## config.mk

```make
export PLATFORM = sky130hd
export DESIGN_NAME = mem_dump_fsm
export DESIGN_NICKNAME = d
export VERILOG_FILES = /design/src/rtl/mem_dump_fsm_pkg.sv /design/src/rtl/mem_dump_fsm_word_byte_shifter.sv /design/src/rtl/mem_dump_fsm.sv
export SDC_FILE = /design/constraint.sdc
export NUM_CORES = 1
export LEC_CHECK = 0
export CAP_MARGIN = 0
export CELL_PAD_IN_SITES_DETAIL_PLACEMENT = 1
export CELL_PAD_IN_SITES_GLOBAL_PLACEMENT = 1
export CORE_MARGIN = 3
export CORE_UTILIZATION = 41
export CTS_BUF_LIST = sky130_fd_sc_hd__clkbuf_2 sky130_fd_sc_hd__clkbuf_4 sky130_fd_sc_hd__clkbuf_8
export DETAILED_ROUTE_END_ITERATION = 12
export PLACE_DENSITY = 0.8
export REMOVE_ABC_BUFFERS = 1
export SYNTH_ARGS = -nofsm -noshare
export SYNTH_HDL_FRONTEND = slang
export SYNTH_HIERARCHICAL = 1
export SYNTH_SLANG_ARGS = --single-unit
export TNS_END_PERCENT = 30
```

## constraint.sdc

```tcl
create_clock -name clk -period 2.1 [get_ports clk]
set_clock_uncertainty 0.15 [all_clocks]
set_input_delay 0.42 -clock clk [delete_from_list [all_inputs] [get_ports clk]]
set_output_delay 0.42 -clock clk [all_outputs]
set_load 0.1 [all_outputs]
```

## src/rtl/mem_dump_fsm_pkg.sv

```systemverilog
// mem_dump_fsm_pkg: state encoding and word/byte framing constants shared by the dump and loader FSMs
package mem_dump_fsm_pkg;
    localparam int BYTES_PER_WORD = 4;
    localparam int ADDR_STEP = 4;
    typedef enum logic [3:0] {
        IDLE       = 4'd0,
        SEND_COUNT = 4'd1,
        WAIT_COUNT = 4'd2,
        READ_REQ   = 4'd3,
        READ_WAIT  = 4'd4,
        SEND_BYTE  = 4'd5,
        WAIT_TX    = 4'd6,
        NEXT_WORD  = 4'd7,
        SEND_CSUM  = 4'd8,
        WAIT_CSUM  = 4'd9,
        DONE       = 4'd10
    } state_t;
endpackage

```

## src/rtl/mem_dump_fsm_word_byte_shifter.sv

```systemverilog
// word_byte_shifter: holds one memory word and exposes its top byte, shifting left one byte per strobe
module word_byte_shifter #(
    parameter int DATA_WIDTH = 32,
    parameter int BYTE_WIDTH = 8
) (
    input  logic                  clk,
    input  logic                  arst_n,
    input  logic                  load,
    input  logic [DATA_WIDTH-1:0] load_data,
    input  logic                  shift,
    output logic [BYTE_WIDTH-1:0] top_byte
);
    logic [DATA_WIDTH-1:0] word;
    always_ff @(posedge clk or negedge arst_n) begin
        if (!arst_n) word <= '0;
        else if (load) word <= load_data;
        else if (shift) word <= word << BYTE_WIDTH;
    end
    assign top_byte = word[DATA_WIDTH-1 -: BYTE_WIDTH];
endmodule

```

## src/rtl/mem_dump_fsm.sv

```systemverilog
// mem_dump_fsm: reads n_words memory words and streams count byte + MSB-first data bytes to the UART TX.
// Define MEM_DUMP_CHECKSUM_EN to append an XOR checksum trailer byte over the data bytes.
module mem_dump_fsm
    import mem_dump_fsm_pkg::*;
#(
    parameter int DATA_WIDTH = 32,
    parameter int BYTE_WIDTH = 8,
    parameter int ADDR_WIDTH = 8
) (
    input  logic                  clk,
    input  logic                  arst_n,
    input  logic                  start,
    input  logic [BYTE_WIDTH-1:0] n_words,
    output logic                  rd_en,
    output logic [ADDR_WIDTH-1:0] rd_addr,
    input  logic [DATA_WIDTH-1:0] rd_data,
    output logic [BYTE_WIDTH-1:0] tx_data,
    output logic                  tx_start,
    input  logic                  tx_done,
    output logic                  busy,
    output logic                  dump_done
);
    localparam logic [1:0] LAST_BYTE = 2'(BYTES_PER_WORD - 1);
`ifdef MEM_DUMP_CHECKSUM_EN
    localparam state_t TAIL = SEND_CSUM;
`else
    localparam state_t TAIL = DONE;
`endif

    state_t                state_reg, state_next;
    logic [BYTE_WIDTH-1:0] count_reg, word_idx, top_byte;
    logic [ADDR_WIDTH-1:0] addr_reg;
    logic [1:0]            byte_idx;
    logic                  last_word, shift;

    assign last_word = (word_idx + BYTE_WIDTH'(1)) == count_reg;
    assign shift = (state_reg == WAIT_TX) && tx_done;

    word_byte_shifter #(.DATA_WIDTH(DATA_WIDTH), .BYTE_WIDTH(BYTE_WIDTH)) u_shifter (
        .clk      (clk),
        .arst_n   (arst_n),
        .load     (state_reg == READ_WAIT),
        .load_data(rd_data),
        .shift    (shift),
        .top_byte (top_byte)
    );

    always_ff @(posedge clk or negedge arst_n) begin
        if (!arst_n) begin
            state_reg <= IDLE;
            count_reg <= '0;
            word_idx  <= '0;
            addr_reg  <= '0;
            byte_idx  <= '0;
        end else begin
            state_reg <= state_next;
            case (state_reg)
                IDLE: if (start) begin
                    count_reg <= n_words;
                    word_idx  <= '0;
                    addr_reg  <= '0;
                end
                READ_WAIT: byte_idx <= '0;
                WAIT_TX: if (tx_done && byte_idx != LAST_BYTE) byte_idx <= byte_idx + 2'd1;
                NEXT_WORD: begin
                    word_idx <= word_idx + BYTE_WIDTH'(1);
                    addr_reg <= addr_reg + ADDR_WIDTH'(ADDR_STEP);
                end
                default: ;
            endcase
        end
    end

`ifdef MEM_DUMP_CHECKSUM_EN
    logic [BYTE_WIDTH-1:0] csum_reg;
    always_ff @(posedge clk or negedge arst_n) begin
        if (!arst_n) csum_reg <= '0;
        else if (state_reg == IDLE && start) csum_reg <= '0;
        else if (shift) csum_reg <= csum_reg ^ top_byte;
    end
`endif

    always_comb begin
        state_next = state_reg;
        case (state_reg)
            IDLE:       state_next = start ? SEND_COUNT : IDLE;
            SEND_COUNT: state_next = WAIT_COUNT;
            WAIT_COUNT: if (tx_done) state_next = (count_reg == '0) ? TAIL : READ_REQ;
            READ_REQ:   state_next = READ_WAIT;
            READ_WAIT:  state_next = SEND_BYTE;
            SEND_BYTE:  state_next = WAIT_TX;
            WAIT_TX:    if (tx_done) state_next = (byte_idx == LAST_BYTE) ? NEXT_WORD : SEND_BYTE;
            NEXT_WORD:  state_next = last_word ? TAIL : READ_REQ;
`ifdef MEM_DUMP_CHECKSUM_EN
            SEND_CSUM:  state_next = WAIT_CSUM;
            WAIT_CSUM:  if (tx_done) state_next = DONE;
`endif
            DONE:       state_next = IDLE;
            default:    state_next = IDLE;
        endcase
    end

    // Outputs decode from registered state only, so no input reaches an output combinationally
    always_comb begin
        tx_data = '0;
        if (state_reg inside {SEND_COUNT, WAIT_COUNT}) tx_data = count_reg;
        else if (state_reg inside {SEND_BYTE, WAIT_TX}) tx_data = top_byte;
`ifdef MEM_DUMP_CHECKSUM_EN
        else if (state_reg inside {SEND_CSUM, WAIT_CSUM}) tx_data = csum_reg;
`endif
    end

    assign rd_en     = state_reg == READ_REQ;
    assign rd_addr   = rd_en ? addr_reg : '0;
    assign tx_start  = state_reg inside {SEND_COUNT, SEND_BYTE, SEND_CSUM};
    assign busy      = state_reg != IDLE;
    assign dump_done = state_reg == DONE;
endmodule

```

==> results of run 1 <==
[placed cells by master (no fill, tap or decap), types with 8 or more instances in the layout]
master	instances
buf_12	21
clkbuf_8	10
nor2_4	9
nand3_1	11
dfrtp_1	55
o21ai_1	31
nand2b_1	11
nor2_1	8
mux2i_1	33
clkdlybuf4s50_1	42
o21ai_0	21
buf_4	22
nand2_1	51
mux2_2	9
[metal layers]
metal / global-route usage / share of wire
met1: 0.257 / 0.41
met2: 0.378 / 0.53
met3: 0.0367 / 0.037
met4: 0.0876 / 0.024
met5: 0 / 0
[through the flow]
step / setup slack (ns) / setup TNS (ns)
6_report: -0.0664 / -0.330
5_1_grt: -0.102 / -1.21
4_1_cts: -0.0563 / -0.251
3_5_place_dp: -0.0116 / -0.0269
3_3_place_gp: 0.0839 / 0
2_1_floorplan: -2.36 / -58.78
[timing repair]
item,in CTS,in global routing
endpoints found under the setup margin,17,25
buffers inserted,7,0
endpoints found under the hold margin,60,0
resized for setup,29,11
hold buffers,1,0
pin swaps,1,7
[cell usage after synthesis, types with 5 or more instances]
cell type  number  share of area
a21oi_1         5         0.0075
and2_1          7          0.013
buf_2           5         0.0075
buf_4          13          0.029
buf_6           5          0.017
dfrtp_1        60           0.45
mux2_2          9          0.030
mux2i_1        34           0.10
nand2_1        53          0.059
nand2b_1       11          0.021
nand3_1        11          0.016
nor2_1         19          0.021
nor3_1          8          0.012
o21ai_0        21          0.031
o21ai_1        31          0.046
xnor2_1         5          0.013
xor2_1          7          0.018
[layout make-up]
| type | count | share of cell area |
|---|---|---|
| Multi-Input combinational cell | 256 | 0.369 |
| Clock buffer | 10 | 0.0299 |
| Sequential cell | 60 | 0.327 |
| Tap cell | 102 | 0.0277 |
| Clock inverter | 6 | 0.0190 |
| Timing Repair Buffer | 88 | 0.224 |
| Inverter | 3 | 0.00299 |
[how the worst max path moves through the flow]
| stage | from | to | slack, ns | depth (start not counted) |
|---|---|---|---|---|
| global placement | tx_done | u_shifter/word[13]$_DFFE_PN0P_ | 0.08 | 6 |
| finish | state_reg[2]$_DFFE_PN0P_ | tx_data[5] | -0.07 | 4 |
| detailed placement | tx_done | u_shifter/word[16]$_DFFE_PN0P_ | -0.01 | 6 |
| floorplan | state_reg[2]$_DFFE_PN0P_ | rd_addr[2] | -2.36 | 2 |
| global route | state_reg[2]$_DFFE_PN0P_ | tx_data[6] | -0.10 | 4 |
| CTS | state_reg[0]$_DFFE_PN0P_ | tx_data[7] | -0.06 | 4 |
[critical path, cell delays in order, from the launching register on]
cell	delay [ns]
dfrtp_2	0.45
buf_6	0.20
mux2i_1	0.34
nor2_4	0.09
buf_12	0.17
[report_power, final]
group | switching, mW | internal [mW] | leakage, nW
Combinational | 2.87 | 1.80 | 1.04
Clock | 0.469 | 0.700 | 0.116
Sequential | 0.453 | 1.65 | 0.758
Total | 3.79 | 4.15 | 1.91
[cells by family (layout without fill, tap and decap cells)]
| logic type | Yosys count | count (layout) | synth area share |
|---|---|---|---|
| AND/OR/NAND/NOR | 129 | 129 | 0.187 |
| AO/OA/AOI/OAI | 67 | 67 | 0.108 |
| flip-flops | 60 | 60 | 0.449 |
| multiplexers | 43 | 43 | 0.132 |
| buffers and inverters | 35 | 107 | 0.0800 |
| XOR/XNOR | 12 | 12 | 0.0314 |
| adder cells (fa/ha/maj) | 3 | 3 | 0.0112 |
| other | 1 | 2 | 0.00112 |
==> results.cfg, run 1 <==
[layout]
drive_gt1_frac = 0.246
finish.utilization = 0.590
regArea_um2 = 1510
largest_reg_flops = 32
fin_nets = 465
multiInputGateArea_um2 = 1700
n_antenna_cell = 0
final_area_um2 = 4610
area_delta_synth_final_pct = 37.7
fill_cells = 863
fin_cells = 525

[logic_synthesis]
synth-main-ff-cell = dfrtp_1
ys_seq_elements = 60
postSynth.asyncResetShare = 1.00
yosysSeqAreaShare = 0.449
synth-warning-count = 6
synth_cells = 350
syn-cell-area_um2 = 3350
synthDistinctLibCells = 43
synth-edff-count = 0
syn_area_per_cell_um2 = 9.56

[critical_path]
rr_endpoint = state_reg[3]$_DFFE_PN0P_
end_kind = primary output
criticalPathCategory = reg -> out
worst_ep_required_time_ns = 1.53
worst-path-max-fanout = 10
cp-start-kind = flip-flop
reg2reg_setup_slack_ns = 0.07
r2r-start = word_idx[2]$_DFFE_PN0P_
r2r_cells = 5
critPathArrivalTime_ns = 1.60

[min_path]
hold_path.class = reg -> reg
hold_path_depth = 1
min_from = addr_reg[7]$_DFFE_PN0P_
hold_end = addr_reg[7]$_DFFE_PN0P_

[clocking]
cts-root-buf = clkbuf_8
cts_buffer_depth = 2
cts_tree = done
clk_latency_ns = 0.34
clk_pin_slew_ns = 0.07
htree_levels = 3
clkSinkCount = 60
cts_buffers = 9

[routing]
drtIter0Drc = 132
totalWireLength_mm = 9.64
dr.pass1.iters = 4
viasPerCell = 5.42
drc = 0
routedWlPerCell_um = 18.4
vias = 2848
ant_nets = 0

[timing]
finalCriticalPeriod_ns = 2.17
fin_crit_sh = 1.03
rsz0062_at_grt = yes
hold_viol = 0
setup_viol = 9
worst_slack_ns = -0.0664
fmax_mhz = 462
hold_ws_ns = 0.357
slew_viol_final = 0

[global_routing]
grt_first_pass_wirelength_mm = 14.9
antenna_found_initial = 0
grt_max_degree = 65
grt_pass1_vias = 3027
grt_use_total = 0.214
overflow = 0

[place]
hpwl_mm = 6.41
dpl.cell_count = 501
postPlaceCellArea_um2 = 4190
port_buffers = 61
finalWeightedCongestion = 0.822

[floorplanning]
ios = 64
die_area_um2 = 9280
initial_core_util = 0.429
fp.coreArea_um2 = 7810
die_y_um = 96.3
placementRows = 32
die_w_um = 96.3

[job]
max_cap_viol_count = 0

[status]
violations = setup timing
status = finished, violations left

[power_and_ir_drop]
powerDensity_nw_per_um2 = 1720
ir_drop_uv = 1100
finalPower_mw = 7.94
p_leak_nw = 1.91
Note: power is estimated with default switching activity, not from simulation.
==> run 2: changes to the inputs <==
--- a/config.mk
+++ b/config.mk
@@ -5,7 +5,7 @@
 export SDC_FILE = /design/constraint.sdc
 export NUM_CORES = 1
 export LEC_CHECK = 0
-export CAP_MARGIN = 0
+export CAP_MARGIN = 15
 export CELL_PAD_IN_SITES_DETAIL_PLACEMENT = 1
 export CELL_PAD_IN_SITES_GLOBAL_PLACEMENT = 1
 export CORE_MARGIN = 3
==> results of run 2 <==
No change in the layout: final DEF, timing and power equal those of run 1.
==> edit 1: new RTL, flow settings as in run 1 <==
`BYTE_WIDTH` is set to 8 in 2 places; all go to 7.
--- a/src/rtl/mem_dump_fsm_word_byte_shifter.sv
+++ b/src/rtl/mem_dump_fsm_word_byte_shifter.sv
@@ -1,7 +1,7 @@
 // word_byte_shifter: holds one memory word and exposes its top byte, shifting left one byte per strobe
 module word_byte_shifter #(
     parameter int DATA_WIDTH = 32,
-    parameter int BYTE_WIDTH = 8
+    parameter int BYTE_WIDTH = 7
 ) (
     input  logic                  clk,
     input  logic                  arst_n,
--- a/src/rtl/mem_dump_fsm.sv
+++ b/src/rtl/mem_dump_fsm.sv
@@ -4,7 +4,7 @@
     import mem_dump_fsm_pkg::*;
 #(
     parameter int DATA_WIDTH = 32,
-    parameter int BYTE_WIDTH = 8,
+    parameter int BYTE_WIDTH = 7,
     parameter int ADDR_WIDTH = 8
 ) (
     input  logic                  clk,
Ports: changed (resized n_words and tx_data); port bits go from 64 to 62. No check against the original RTL was run, so the function may have changed too.
==> edit 1 against run 1 <==
- the flow still finishes with violations (negative setup slack)
- power decreased by 12%
- first-iteration DRC count down 36%
- setup slack improved by 0.013 ns
- design area down 4.8%
- area after synthesis decreased by 4.9%
- sequential cell count down 2
- combinational power is 14% lower
- count of clock-buffer cells in the layout is 2 higher
- largest power group unchanged
- wire length decreased by 10%
- synthesized cell count down 2.6%
- highest routed layer unchanged
- register-to-register slack improved by 0.09 ns
- global-route usage down 1.2 points
==> edit 1: results (changes against run 1) <==
metric	value	unit	change
holdPathStages	1		unchanged
r2r_end	state_reg[3]		
synthTopCellsByCount	nand2_1, dfrtp_1, o21ai_1		
via_per_inst	5.25		-3.2%
violations	negative setup slack		
synthCells	341		-2.6%
drtIter0Drc	84		-36%
synth_area_leaders	dfrtp_1, mux2i_1, nand2_1, o21ai_1, buf_4		
first_global_vias	2859		-5.6%
path_clk_slew	0.06	ns	
antenna_found_initial	0		unchanged
cts_root_buffer	clkbuf_8		
rr_worst_depth	6		+1
htree_levels	3		unchanged
crit_family	flip-flops		
r2r-start	word_idx[1]		
synthArstFlopShare	1.00		unchanged
insertion_delay	0.33	ns	
yosysWarnings	6		unchanged
seq_area_frac_synth	0.456		+0.00739
p_leak	1.84	nW	-3.7%
largest_register_ffs	32		unchanged
finalSetupTns	-0.268	ns	+0.0621 ns
grt_pass1_wl	13800	um	-7.3%
dp_cells	488		-2.6%
critPathMaxFanout	7		-3
hold_path_class	flip-flop to flip-flop		
io_buffers	59		-3.3%
place_area	4010	um2	-4.4%
first_pass_iters	4		unchanged
ir_drop	0.000904	V	-18%
min_from	addr_reg[7]		
slowest_stage	dfrtp_2		
grt_max_degree	65		unchanged
vias	2679		-5.9%
track_usage	0.203		-0.0118
fin_nets	453		-2.6%
ctsLongestPathBuffers	2		unchanged
yosys_most_used_dff	dfrtp_1		
dp_hpwl	5870	um	-8.4%
gp_congestion	0.802		-2.5%
setup_slack	-0.0533	ns	+0.0131 ns
wirelength	8630	um	-10%
status	finished with violations		
antenna_cells	0		unchanged
r2r_slack	0.16	ns	+0.09 ns
drive_above_1_share	0.236		-0.00985
synthDistinctLibCells	41		-4.7%
setup_viol_count_final	7		-2
slowest_delay	0.46	ns	
numCtsBuffers	9		unchanged
fillers	814		-5.7%
worstHoldEndpoint	addr_reg[7]		
edit 1: through the flow:
step | setup WS (ns) | util | hold slack (ns)
floorplan | -2.64 | - | -0.0256
global placement | 0.0650 | 0.541 | 0.300
detailed placement | -0.00352 | 0.541 | 0.304
CTS | -0.0527 | 0.582 | 0.350
global route | -0.101 | 0.592 | 0.391
finish | -0.0533 | 0.592 | 0.352
edit 1: area by class of cell:
cell class / instances / area (um2) / share of cell area
Sequential cell: 58 / 1450 / 0.332
Multi-Input combinational cell: 254 / 1650 / 0.375
Inverter: 1 / 3.75 / 0.000856
Timing Repair Buffer: 83 / 983 / 0.224
Clock buffer: 12 / 159 / 0.0362
Clock inverter: 3 / 15.0 / 0.00342
Tap cell: 99 / 124 / 0.0283
edit 1: worst reg2reg max path: stages, from the launching register on:
cell and delay (ns):
dfrtp_1 0.39, ha_1 0.19, and3_4 0.22, nand3_2 0.11, xnor2_1 0.17, or4_1 0.50, o21ai_1 0.13
edit 1: worst max path at each step:
stage	end	start	slack, ns
finish	tx_data[2]	state_reg[0]	-0.05
global route	tx_data[2]	state_reg[0]	-0.10
CTS	tx_data[6]	state_reg[0]	-0.05
detailed placement	u_shifter/word[29]	tx_done	-0.004
global placement	u_shifter/word[21]	tx_done	0.06
floorplan	u_shifter/word[29]	state_reg[2]	-2.64
edit 1: metal layers:
layer | track usage | up-vias | routed length (um)
li1 | - | 1269 | -
met1 | 0.240 | 1340 | 3570
met2 | 0.357 | 57 | 4610
met3 | 0.0473 | 13 | 298
met4 | 0.0722 | 0 | 148
met5 | 0 | - | 0
edit 1: kinds of logic after synthesis:
| group | Yosys count | synth area share |
|---|---|---|
| XOR/XNOR | 14 | 0.0385 |
| other | 1 | 0.00118 |
| AO/OA/AOI/OAI | 58 | 0.101 |
| flip-flops | 58 | 0.456 |
| buffers and inverters | 30 | 0.0735 |
| AND/OR/NAND/NOR | 142 | 0.207 |
| multiplexers | 35 | 0.111 |
| adder cells (fa/ha/maj) | 3 | 0.0118 |
edit 1: report_power, final:
part	leakage (nW)	total, W	internal, W	switching, W
Clock	0.0954	0.000930	0.000493	0.000436
Sequential	0.738	0.00204	0.00159	0.000448
Combinational	1.01	0.00402	0.00165	0.00238
edit 1: timing repair:
item / 4_1_cts / 5_1_grt
hold buffers: 1 / 0
setup buffers: 3 / 3
resized for setup: 26 / 15
pin swaps: 8 / 2
endpoints found under the setup margin: 15 / 17
endpoints found under the hold margin: 58 / 0
==> edit 2: new RTL, settings of run 1 <==
Without the edit above. Put a register stage on the outputs `rd_addr`, `tx_start`, `busy` and `dump_done`, without a reset. The values now appear one clock later. The other outputs are not delayed to match.
--- a/src/rtl/mem_dump_fsm.sv
+++ b/src/rtl/mem_dump_fsm.sv
@@ -111,9 +111,11 @@
     end
 
     assign rd_en     = state_reg == READ_REQ;
-    assign rd_addr   = rd_en ? addr_reg : '0;
-    assign tx_start  = state_reg inside {SEND_COUNT, SEND_BYTE, SEND_CSUM};
-    assign busy      = state_reg != IDLE;
-    assign dump_done = state_reg == DONE;
+    always_ff @(posedge clk) begin
+        rd_addr   <= rd_en ? addr_reg : '0;
+        tx_start  <= state_reg inside {SEND_COUNT, SEND_BYTE, SEND_CSUM};
+        busy      <= state_reg != IDLE;
+        dump_done <= state_reg == DONE;
+    end
 endmodule
 
Formal check against the unedited RTL: not equivalent (a bounded check fails within 4 cycles, from zero or initial values and one cycle with arst_n low).
==> edit 2 against run 1 <==
- the flow still finishes with violations (negative setup slack)
- critical path depth grew 2
- setup slack gained 0.037 ns
- die area grew 4.2%
- power shrank 2.9%
- largest cell class unchanged
- sequential cell count grew 9
- hold slack lost 0.021 ns
- design area grew 0.76%
- area after synthesis grew 4.5%
- wire length shrank 6.6%
==> edit 2: results (changes against run 1) <==
metric	value	unit	change
dp_cells	507		+1.2%
met1_usage	0.230		-0.0278
first_global_vias	2917		-3.6%
crit_end	tx_data[0]		
ctsLongestPathBuffers	2		unchanged
wl_met2	4800	um	-5.8%
violations	negative setup slack		
track_usage	0.180		-0.0343
slowest_stage	dfrtp_1		
seq_area_frac_synth	0.481		+0.0323
critPathMaxFanout	8		-2
whs	0.337	ns	-0.0205 ns
synth_area_leaders	dfrtp_1, mux2i_1, o21ai_1, nand2_1, dfxtp_1		
p_leak	1.89	nW	-1.2%
antenna_found_initial	0		unchanged
dp_hpwl	5880	um	-8.3%
synthDistinctLibCells	41		-4.7%
r2r_slack	0.05	ns	-0.02 ns
setup_slack	-0.0295	ns	+0.0369 ns
synthTopCellsByCount	dfrtp_1, nand2_1, o21ai_1		
use_met2	0.304		-0.0742
path_clk_slew	0.07	ns	about the same
synthArstFlopShare	0.870		-0.130
rr_worst_depth	10		+5
grt_max_degree	65		unchanged
startpoint	state_reg[1]		
stdcell_count	528		+0.57%
status	finished with violations		
wirelength	9000	um	-6.6%
met3_length	401	um	+13%
met1_length	3710	um	-6.1%
drive_above_1_share	0.213		-0.0331
drtIter0Drc	85		-36%
r2r-start	state_reg[1]		
synth_area_per_cell	9.82	um2	+2.7%
gp_congestion	0.814		-0.96%
r2r_end	u_shifter/word[29]		
use_met3	0.0386		+0.00182
cp.arrival	1.56	ns	-0.04 ns
ir_drop	0.00138	V	+25%
place_area	4210	um2	+0.27%
setup_viol_count_final	8		-1
min_from	addr_reg[7]		
pre_cts_ws	-0.0754	ns	-0.0638 ns
yosysWarnings	6		unchanged
vias	2784		-2.2%
finalSetupTns	-0.147	ns	+0.183 ns
grt_pass1_wl	14200	um	-4.8%
p_int	0.00417	W	+0.52%
==> edit 2: changes by cell type after synthesis, moves of 3 or more <==
cell / before / now
mux2_1: 0 / 5
dfxtp_1: 0 / 9
buf_4: 13 / 16
mux2_2: 9 / 3
nor2_1: 19 / 26
a31oi_1: 4 / 1
clkbuf_1: 4 / 1
nand2_1: 53 / 50
o21ai_0: 21 / 8
o21ai_1: 31 / 46
or3_1: 3 / 0
xnor2_1: 5 / 8
==> edit 2: power by group through the flow <==
stage | clock, W | combinational (W) | sequential [W]
after detailed placement | 0 | 0.00372 | 0.00225
final | 0.00110 | 0.00430 | 0.00231
after floorplan | 0 | 0.00224 | 0.00240
after global routing | 0.00118 | 0.00460 | 0.00239
after CTS | 0.00110 | 0.00391 | 0.00223
after global placement | 0 | 0.00360 | 0.00221
==> edit 2: what timing repair did <==
item | CTS | global route
buffers inserted | 1 | 3
endpoints found under the hold margin | 60 | 0
endpoints found under the setup margin | 8 | 10
resized for setup | 15 | 33
hold buffers | 1 | 0
pin swaps | 1 | 10
==> edit 2: final cells by class <==
class / instances / area (um2)
fillers: 913 / 3620
inverters: 4 / 15.0
multi-input cells: 253 / 1720
flip-flops and latches: 69 / 1680
clock inverters: 5 / 50.0
repair buffers: 81 / 891
clock buffers: 11 / 145
well taps: 105 / 131
==> edit 2: logic make-up after synthesis <==
| kind of cell | after synthesis | share of synthesized area |
|---|---|---|
| and+or+nand+nor | 125 | 0.167 |
| buffers and inverters | 35 | 0.0791 |
| DFF | 69 | 0.481 |
| AOI/OAI and AO/OA | 69 | 0.108 |
| muxes | 41 | 0.120 |
| xor gates and xnor gates | 13 | 0.0326 |
| other | 1 | 0.00107 |
| adders and majority gates | 3 | 0.0107 |
